### src/rtl/mux_scan_sel.sv
// Registered N-to-1 channel selector with two modes. Manual mode registers in[sel].
// Auto-scan mode walks the enabled channels in ch_mask and holds each one for DWELL
// cycles. Every output is registered.
module mux_scan_sel #(
  parameter int unsigned N_CH  = 16,
  parameter int unsigned DW    = 1,
  parameter int unsigned DWELL = 4,
  localparam int unsigned SW   = $clog2(N_CH)
) (
  input  logic              clk,
  input  logic              rst,
  input  logic [N_CH*DW-1:0] in,
  input  logic [SW-1:0]     sel,
  input  logic              mode,
  input  logic [N_CH-1:0]   ch_mask,
  output logic [DW-1:0]     out,
  output logic [SW-1:0]     out_ch,
  output logic              out_valid,
  output logic              wrap
);

  typedef enum logic [0:0] {StMan, StScan} state_e;

  state_e         state_q;
  logic [SW-1:0]  scan_ch_q;
  logic [7:0]     dwell_cnt_q;

  // Out-of-range indices return zero rather than reading past the bus.
  function automatic logic [DW-1:0] pick(input logic [N_CH*DW-1:0] bus,
                                         input logic [SW-1:0]      idx);
    logic [DW-1:0] r;
    r = '0;
    for (int i = 0; i < N_CH; i++) begin
      if (idx == SW'(i)) r = bus[i*DW +: DW];
    end
    return r;
  endfunction

  logic          sel_ok;
  logic [SW-1:0] first_ch;
  logic          any_en;
  logic [SW-1:0] above_ch;
  logic          above_found;
  logic [SW-1:0] nxt_ch;
  logic          nxt_wraps;
  logic          hold_ch;

  // Priority scans: lowest enabled channel, and lowest enabled channel above scan_ch_q.
  always_comb begin
    sel_ok      = 1'b0;
    first_ch    = '0;
    any_en      = 1'b0;
    above_ch    = '0;
    above_found = 1'b0;
    for (int i = N_CH - 1; i >= 0; i--) begin
      if (sel == SW'(i)) sel_ok = 1'b1;
      if (ch_mask[i]) begin
        first_ch = SW'(i);
        any_en   = 1'b1;
        if (SW'(i) > scan_ch_q) begin
          above_ch    = SW'(i);
          above_found = 1'b1;
        end
      end
    end
    nxt_ch    = above_found ? above_ch : first_ch;
    nxt_wraps = !above_found;
    hold_ch   = (dwell_cnt_q < 8'(DWELL)) && ch_mask[scan_ch_q];
  end

  // Mode FSM plus registered outputs; mode is sampled at every edge.
  always_ff @(posedge clk) begin
    if (rst) begin
      state_q     <= StMan;
      scan_ch_q   <= '0;
      dwell_cnt_q <= '0;
      out         <= '0;
      out_ch      <= '0;
      out_valid   <= 1'b0;
      wrap        <= 1'b0;
    end else begin
      wrap <= 1'b0;
      if (!mode) begin
        state_q   <= StMan;
        out       <= sel_ok ? pick(in, sel) : '0;
        out_ch    <= sel;
        out_valid <= sel_ok;
      end else if (state_q == StMan) begin
        // Entry edge: always restart at the lowest enabled channel.
        state_q <= StScan;
        if (any_en) begin
          scan_ch_q   <= first_ch;
          dwell_cnt_q <= 8'd1;
          out         <= pick(in, first_ch);
          out_ch      <= first_ch;
          out_valid   <= 1'b1;
        end else begin
          out       <= '0;
          out_valid <= 1'b0;
        end
      end else if (!any_en) begin
        // Nothing enabled: park with scan position held.
        out       <= '0;
        out_valid <= 1'b0;
      end else if (hold_ch) begin
        dwell_cnt_q <= dwell_cnt_q + 8'd1;
        out         <= pick(in, scan_ch_q);
        out_ch      <= scan_ch_q;
        out_valid   <= 1'b1;
      end else begin
        scan_ch_q   <= nxt_ch;
        dwell_cnt_q <= 8'd1;
        out         <= pick(in, nxt_ch);
        out_ch      <= nxt_ch;
        out_valid   <= 1'b1;
        wrap        <= nxt_wraps;
      end
    end
  end

endmodule

### config.mk
export PLATFORM = sky130hd
export DESIGN_NAME = mux_scan_sel
export DESIGN_NICKNAME = d
export VERILOG_FILES = /design/src/rtl/mux_scan_sel.sv
export SDC_FILE = /design/constraint.sdc
export NUM_CORES = 1
export LEC_CHECK = 0
export CORE_UTILIZATION = 30
export CTS_CLUSTER_SIZE = 14
export DETAILED_ROUTE_END_ITERATION = 10
export SLEW_MARGIN = 20
export SYNTH_ARGS = -nofsm -noshare
export SYNTH_HDL_FRONTEND = slang
export SYNTH_SLANG_ARGS = --single-unit
### constraint.sdc
create_clock -name clk -period 5 [get_ports clk]
set_clock_uncertainty 0.2 [all_clocks]
set_input_delay 0.5 -clock clk [delete_from_list [all_inputs] [get_ports clk]]
set_output_delay 0.5 -clock clk [all_outputs]
set_load 0.01 [all_outputs]
==> Word level (Yosys, flattened, before mapping) <==
Index checks and enable logic that the tools add are counted.
W data, S select, Z words.
{ "totals": {"input_bits": 39, "output_inout_bits": 7, "elab_cells": 295, "ff_bits": 20} }
{ "op_classes": {"muxes": 197, "magnitude_cmp": 18, "n_bitwise": 3, "addsub": 1, "n_eq_ne": 61, "reduce_logical": 8} }
{ "ops": {"columns": ["cell", "count"], "rows": [
  ["$mux W4", 54],
  ["$mux W1", 138],
  ["$eq A4 B4 Y1 const B", 32],
  ["$eq A4 B3 Y1 const B", 16],
  ["$eq A4 B2 Y1 const B", 8],
  ["$gt A4 B4 Y1 const A", 8],
  ["$mux W8", 4],
  ["$eq A4 B1 Y1 const B", 4],
  ["$gt A3 B4 Y1 const A", 4],
  ["$logic_not A4 Y1", 4],
  ["$add A8 B1 Y8 const B", 1],
  ["$gt A1 B4 Y1 const A", 2],
  ["$gt A2 B4 Y1 const A", 2],
  ["$lt A8 B3 Y1 const B", 1],
  ["$lt A4 B5 Y1 const B", 1],
  ["$reduce_or A5 Y1", 1],
  ["$bmux W1 S4", 1],
  ["$not A1 Y1", 3],
  ["$ne A2 B1 Y1 const B", 1],
  ["$reduce_and A2 Y1", 1],
  ["$logic_and A1 B1 Y1", 1],
  ["$logic_not A1 Y1", 1]
]} }

==> Depth between registers and ports, before layout <==
Gate-level depths: netlist of run 1.
{ "depth": {"ltp_word": 55, "mapped_depth": 12} }

==> Least setup slack after synthesis of run 1 <==
OpenSTA, ideal clock, no wires.
{ "synth_timing": {"path_kind": "input to register", "start": "input ch_mask[5]", "end": "register out", "required_ps": 4678, "arrival_time_ps": 2788, "setup_time_ps": 122, "setup_slack_ps": 1890, "n_path_buf": 2, "stages": 12, "cell_sequence": "clkbuf_1 -> or3b_1 -> a21oi_1 -> a2bb2oi_1 -> o31ai_1 -> a22oi_2 -> buf_6 -> mux2i_1 -> nor3_1 -> or4_1 -> a32oi_1 -> o21ai_1"} }
{ "synth_between": {"elab_chain_cells": 33, "word_cells_on_any_way": 107} }
{ "synth_lines": {"columns": ["item", "line_no", "text"], "rows": [
  ["start: declaration", "15", "input logic [N_CH-1:0] ch_mask,"],
  ["$mux W4 / $mux W1 (equally long branches)", "57", "if (ch_mask[i]) begin"],
  ["$mux W4 / $mux W1 (equally long branches)", "60", "if (SW'(i) > scan_ch_q) begin"],
  ["$mux W4 / $mux W1 (equally long branches)", "57", null],
  ["$mux W4 / $mux W1 (equally long branches)", "60", null],
  ["$mux W4 / $mux W1 (equally long branches)", "57", null],
  ["$mux W4 / $mux W1 (equally long branches)", "60", null],
  ["$mux W4 / $mux W1 (equally long branches)", "57", null],
  ["$mux W4 / $mux W1 (equally long branches)", "60", null],
  ["[... 2 more ...]", null, null],
  ["$mux W4 / $mux W1 (equally long branches)", "57", null],
  ["$mux W4", "66", "nxt_ch = above_found ? above_ch : first_ch;"],
  ["$logic_not A4 Y1", "34", "if (idx == SW'(i)) r = bus[i*DW +: DW];"],
  ["$mux W1 (16 in series)", "34", null],
  ["$mux W1", "105", "end else if (hold_ch) begin"],
  ["$mux W1", "101", "end else if (!any_en) begin"],
  ["$mux W1 *", "88", "end else if (state_q == StMan) begin"],
  ["$mux W1 *", "83", "if (!mode) begin"],
  ["end signal: assignment", "85", "out <= sel_ok ? pick(in, sel) : '0;"],
  ["end signal: assignment", "94", "out <= pick(in, first_ch);"],
  ["end signal: assignment", "107", "out <= pick(in, scan_ch_q);"],
  ["end: declaration", "16", "output logic [DW-1:0] out,"]
]} }
Mark *: on every way between the ends. The rest lies on a longest branch, timed or not. The select of a mux whose other input is x is not followed.
A chain may end at the register's enable or synchronous reset.

==> Final worst setup path of run 1 <==
{ "layout_timing": {"start": "register scan_ch_q[0]", "end": "register out"} }
{ "layout_between": {"elab_chain_cells": 55, "word_cells_on_any_way": 152} }
{ "layout_lines": {"columns": ["item", "line_no", "text"], "rows": [
  ["start: declaration", "25", "logic [SW-1:0] scan_ch_q;"],
  ["start signal: assignment", "92", "scan_ch_q <= first_ch;"],
  ["start signal: assignment", "111", "scan_ch_q <= nxt_ch;"],
  ["$gt A4 B4 Y1", "60", null],
  ["$mux W4 / $mux W1 (equally long branches)", "60", null],
  ["$mux W4 / $mux W1 (equally long branches)", "57", null],
  ["$mux W4 / $mux W1 (equally long branches)", "60", null],
  ["$mux W4 / $mux W1 (equally long branches)", "57", null],
  ["$mux W4 / $mux W1 (equally long branches)", "60", null],
  ["$mux W4 / $mux W1 (equally long branches)", "57", null],
  ["$mux W4 / $mux W1 (equally long branches)", "60", null],
  ["[... 24 more ...]", null, null],
  ["$mux W4 / $mux W1 (equally long branches)", "57", null],
  ["$mux W4", "66", null],
  ["$logic_not A4 Y1", "34", null],
  ["$mux W1 (16 in series)", "34", null],
  ["$mux W1 *", "105", null],
  ["$mux W1 *", "101", null],
  ["$mux W1 *", "88", null],
  ["$mux W1 *", "83", null]
]} }
Marked as above.

==> results of run 1 <==
## logic make-up (layout without fill, tap and decap cells)
group | Yosys count | count (layout) | synth area share
AO/OA/AOI/OAI | 97 | 97 | 0.278
adder cells (fa/ha/maj) | 1 | 1 | 0.00514
AND/OR/NAND/NOR | 139 | 139 | 0.295
flip-flops | 20 | 20 | 0.165
buffers and inverters | 31 | 63 | 0.0643
multiplexers | 30 | 30 | 0.189
XOR/XNOR | 1 | 1 | 0.00360
## power breakdown
group	leakage [nW]	internal, mW	switching, mW
Combinational	0.866	0.111	0.118
Clock	0.0357	0.107	0.0533
Sequential	0.164	0.166	0.0142
## worst paths after layout
kind | startpoint | endpoint | slack, ns
min | dwell_cnt_q[7] | dwell_cnt_q[7] | 0.26
max reg2reg | scan_ch_q[0] | out | 1.26
max | scan_ch_q[0] | out | 1.26
min reg2reg | dwell_cnt_q[7] | dwell_cnt_q[7] | 0.26
## routing by layer
layer | up-vias | track usage | routed length [um]
met5 | - | 0 | 0
met4 | 0 | 0.0534 | 108
met3 | 13 | 0.0116 | 378
met2 | 96 | 0.281 | 3460
met1 | 1229 | 0.245 | 3460
li1 | 1281 | - | -
## layout by cell type, fill, tap and decap left out, types with 10 or more instances in the layout
master	netlist	final
mux4_2	10	10
o21ai_0	14	14
clkdlybuf4s50_1	0	45
mux2i_1	16	16
nand2_1	29	29
dfxtp_1	20	20
nand3_1	12	12
nor2_1	44	44
a21oi_1	20	20
## state kept, by name (all words and copies together), names as in the netlist
| register | count |
|---|---|
| dwell_cnt_q | 8 |
| out | 1 |
| out_ch | 4 |
| out_valid | 1 |
| scan_ch_q | 4 |
| state_q | 1 |
| wrap | 1 |
## stage by stage
| stage | util | cell area, um2 | hold slack [ns] | std cells | setup WS, ns |
|---|---|---|---|---|---|
| final | 0.386 | 3000 | 0.263 | 453 | 1.26 |
| after global routing | 0.386 | 3000 | 0.287 | 453 | 1.01 |
| after CTS | 0.386 | 3000 | 0.268 | 453 | 1.32 |
| after detailed placement | 0.377 | 2930 | 0.245 | 449 | 1.05 |
| after global placement | 0.377 | 2930 | 0.244 | 449 | 1.03 |
| after floorplan | - | 2430 | 0.231 | 319 | 1.89 |
## final cells by class
| class | instances | area share |
|---|---|---|
| multi-input cells | 268 | 0.626 |
| well taps | 102 | 0.0426 |
| repair buffers | 50 | 0.163 |
| clock inverters | 1 | 0.0100 |
| clock buffers | 3 | 0.0138 |
| flip-flops and latches | 20 | 0.134 |
| inverters | 9 | 0.0113 |
## worst max-delay path: stages (launching register included)
cell	delay, ns
dfxtp_1	0.61
buf_4	0.31
or3b_1	0.39
a21oi_1	0.19
a2bb2oi_1	0.19
o31ai_1	0.13
a22oi_2	0.53
mux2i_1	0.26
nor3_1	0.05
or4_1	0.47
a21oi_1	0.21
o21ai_1	0.10
==> flow_metrics.tcl, run 1 <==
set metrics [dict create \
    clk_latency_ns 0.26 \
    synth-seq-cells 20 \
    fin_crit_sh 0.748 \
    coreArea_um2 7770 \
    critPathKind "flop to flop" \
    synth_area_leaders "dfxtp_1 (16%), mux4_2 (9.3%), nor2_1 (6.8%), mux2i_1 (6.6%), nand2_1 (4.5%)" \
    root_buffer "clkbuf_8" \
    cts_inserted_buffers 3 \
    n_antenna_cell 0 \
    area_growth_syn_to_layout_pct 23.2 \
    fin_nets 392 \
    clk_path_buf_depth 2 \
    drv_slew 0 \
    r2r_cells 11 \
    synth.most_common_cell "nor2_1" \
    fmax_ghz 0.268 \
    holdBufCountCts 0 \
    netlist_area_um2 2430 \
    io_pins 46 \
    grt_pass1_wl_um 12000 \
    drt-initial-drc-count 184 \
    worstMarginPinSlew_ns 0.919 \
    ir_worst_vdd_uv 90.4 \
    netlist.area_leader.share 0.165 \
    cts_resized 0 \
    antenna_found_initial 0 \
    seq_area_frac_synth 0.165 \
    setup_viol 0 \
    min_path_cells 1 \
    multiInputGateArea_um2 1880 \
    start_util 0.313 \
    drc 0 \
    port_buffers 45 \
    dr.pass1.iters 7 \
    gp_congestion 0.876 \
    via_per_inst 5.78 \
    n_fill_cell 820 \
    ys_warn_count 0 \
    power-per-cell-area_nw_per_um2 190 \
    rsz0062_at_grt "false" \
    die_h_um 92.1 \
    synth_cells 319 \
    finalWirelength_um 7410 \
    fin_tns_setup_ns 0 \
    worst_hold_path_type "flop to flop" \
    clock-sinks 20 \
    synth-edff-count 0 \
    status "complete, no violations" \
    critical_path_arrival_ns 3.68 \
    grt_overflow 0 \
    ant_nets 0 \
    clk_pin_slew_ns 0.07 \
    synthDistinctLibCells 65 \
    synth_top_cell_by_area "dfxtp_1" \
    htree_levels 1 \
    post_cts_buffers 0 \
    async_flop_share 0 \
    cp-start-kind "flop" \
    rows 32 \
    maxSlewHeadroom 0.387 \
    num_vias 2619 \
    finalHoldViolCount 0 \
    wl_per_cell_um 16.3 \
    synth_fp_nets 359 \
    die_x_um 92.1 \
    drive_gt1_frac 0.0883 \
    end_kind "flop" \
    dieArea_um2 8480 \
    period_minus_slack_ns 3.74 \
    track_usage 0.174 \
    grt_pass1_vias 2383 \
    worstPathMaxFanout 19 \
    leakage_nw 1.07 \
    dp.final_hpwl_um 5760 \
    total_power_mw 0.569 \
    cts_tree "done" \
    synth.top_cells.by_count "nor2_1 (44), nand2_1 (29), a21oi_1 (20), dfxtp_1 (20), mux2i_1 (16)" \
    final-seq-area_um2 400 \
    syn_avg_cell_area_um2 7.63 \
    synth_flop_cell "dfxtp_1" \
    cap_violations 0 \
    grt_max_degree 26 \
    worstPathRequired_ns 4.95 \
]
(Power assumes the default switching activity.)
==> run 2, diff against run 1 <==
Clock period 5 ns to 3 ns, I/O delays scaled along.
==> run 2 against run 1 <==
Clock power up 64%. Global-route usage grew 4.0 points. Core utilization is 13 points higher. Wire length increased by 21%. Critical path type is now primary input to flop. Final cell count increased by 24%. Largest cell class unchanged. The run now ends with setup timing left. Highest routed layer unchanged. Cell area is 35% higher. Die area unchanged. Via count increased by 18%.
==> flow_metrics.tcl, run 2 (same netlist as run 1, synthesis figures left out) <==
set metrics [dict create \
    clk_latency_ns 0.25 \
    worst_hold_path_type "flop to flop" \
    finalHoldViolCount 0 \
    preCtsSetupSlack_ns -0.498 \
    leakage_nw 1.67 \
    maxSlewHeadroom 0.678 \
    dp.final_hpwl_um 6930 \
    grt_overflow 0 \
    fin_nets 499 \
    cp_top_family "simple AND/OR/NAND/NOR gates" \
    fmax_ghz 0.321 \
    period_minus_slack_ns 3.12 \
    drv_slew 0 \
    status "finished, violations left" \
    start_util 0.313 \
    htree_levels 1 \
    slowest_delay_ns 0.42 \
    final_util 0.519 \
    grt_pass1_wl_um 14800 \
    dr.pass1.iters 4 \
    reg_top3 "dwell_cnt_q x8, out_ch x4, scan_ch_q x4" \
    rows 32 \
    dpl_cell_area_um2 3630 \
    drt-initial-drc-count 177 \
    cp-start-kind "primary input" \
    dieArea_um2 8480 \
    worstPathMaxFanout 6 \
    cp_common_cell "buf_4" \
    port_buffers 45 \
    die_x_um 92.1 \
    io_pins 46 \
    gp_congestion 0.942 \
    grt_pass1_vias 3054 \
    wl_per_cell_um 16.0 \
    finalWirelength_um 8960 \
    worstMarginPinSlew_ns 0.482 \
    cts_tree "done" \
    critical-path-slowest-cell "clkdlybuf4s50_1" \
    end_kind "flop" \
    antenna_found_initial 0 \
    track_usage 0.214 \
    worstPathRequired_ns 2.94 \
    rsz0062_at_grt "true" \
    via_per_inst 5.53 \
    num_vias 3098 \
    fin_tns_setup_ns -0.118 \
    final_cell_mix "buf_4 (108), nor2_1 (41), clkdlybuf4s50_1 (36), nand2_1 (26), dfxtp_1 (17)" \
    regMostFlops "dwell_cnt_q" \
    clock-sinks 20 \
    clk_path_buf_depth 2 \
    setup_viol 1 \
    critPathKind "primary input to flop" \
    final_area_um2 4040 \
    layout_commonest_cell "buf_4" \
    fin_crit_sh 1.04 \
    cap_violations 0 \
    cts_inserted_buffers 3 \
    die_h_um 92.1 \
    root_buffer "clkbuf_8" \
    drc 0 \
    coreArea_um2 7770 \
    area_growth_syn_to_layout_pct 65.8 \
    dp_cells 539 \
    grt_max_degree 18 \
    finalWorstSetupSlack_ns -0.118 \
    clk_pin_slew_ns 0.07 \
    critPathBufInv 4 \
    violations "setup timing" \
    ir_worst_vdd_uv 150 \
    final_cells 560 \
    critical_path_arrival_ns 3.06 \
    largest_reg_flops 8 \
    n_antenna_cell 0 \
    total_power_mw 1.14 \
    ant_nets 0 \
    timing.critical_path.cells "clkdlybuf4s50_1 -> buf_4 -> nor2_1 -> a21oi_2 -> a211o_1 -> buf_4 -> nor3_1 -> nor3_4 -> buf_4 -> nand3_1 -> nor3_1 -> or4_1 -> a32oi_1 -> o21ai_1" \
    drive_gt1_frac 0.382 \
    power-per-cell-area_nw_per_um2 281 \
    hold_ws_ns 0.265 \
]
-- run 2: cell type report --
class,count,area [um2]
Clock buffer,3,41.3
Clock inverter,1,30.0
Fill cell,769,3730
Inverter,9,33.8
Multi-Input combinational cell,268,2060
Sequential cell,20,407
Tap cell,102,128
Timing Repair Buffer,157,1330
-- run 2: worst register-to-register path, stage by stage (launching register included) --
cell and delay (ns):
dfxtp_4 0.37, buf_12 0.13, or3b_4 0.42, a21oi_4 0.19, a2bb2oi_4 0.17, o31ai_4 0.10, a22oi_2 0.23, buf_4 0.16
mux2i_1 0.17, nor3_1 0.07, or4_1 0.47, a32oi_1 0.21, o21ai_1 0.08
-- run 2: worst paths after layout --
path,end,start,depth (start not counted),slack (ns)
max,out,ch_mask[15],14,-0.12
max reg2reg,out,scan_ch_q[1],12,-0.09
min,dwell_cnt_q[3],dwell_cnt_q[3],1,0.26
min reg2reg,dwell_cnt_q[3],dwell_cnt_q[3],1,0.26
-- run 2: metal layers --
metal | global-route usage | up-vias | routed length [um]
li1 | - | 1494 | -
met1 | 0.285 | 1493 | 4050
met2 | 0.368 | 97 | 4310
met3 | 0.0149 | 14 | 437
met4 | 0.0612 | 0 | 153
met5 | 0 | - | 0
-- run 2: repair_timing --
item	4_1_cts	5_1_grt
gates resized for setup	33	26
setup endpoints to repair	5	9
pin swaps	11	11
buffers inserted	11	6
hold buffers	0	0
-- run 2: power by group --
part           internal (mW)  leakage, nW  switching [mW]  total, mW
Clock                  0.178       0.0357          0.0841      0.262
Sequential             0.277        0.165          0.0115      0.289
Combinational          0.315         1.47           0.270      0.585
Total                  0.770         1.67           0.366       1.14
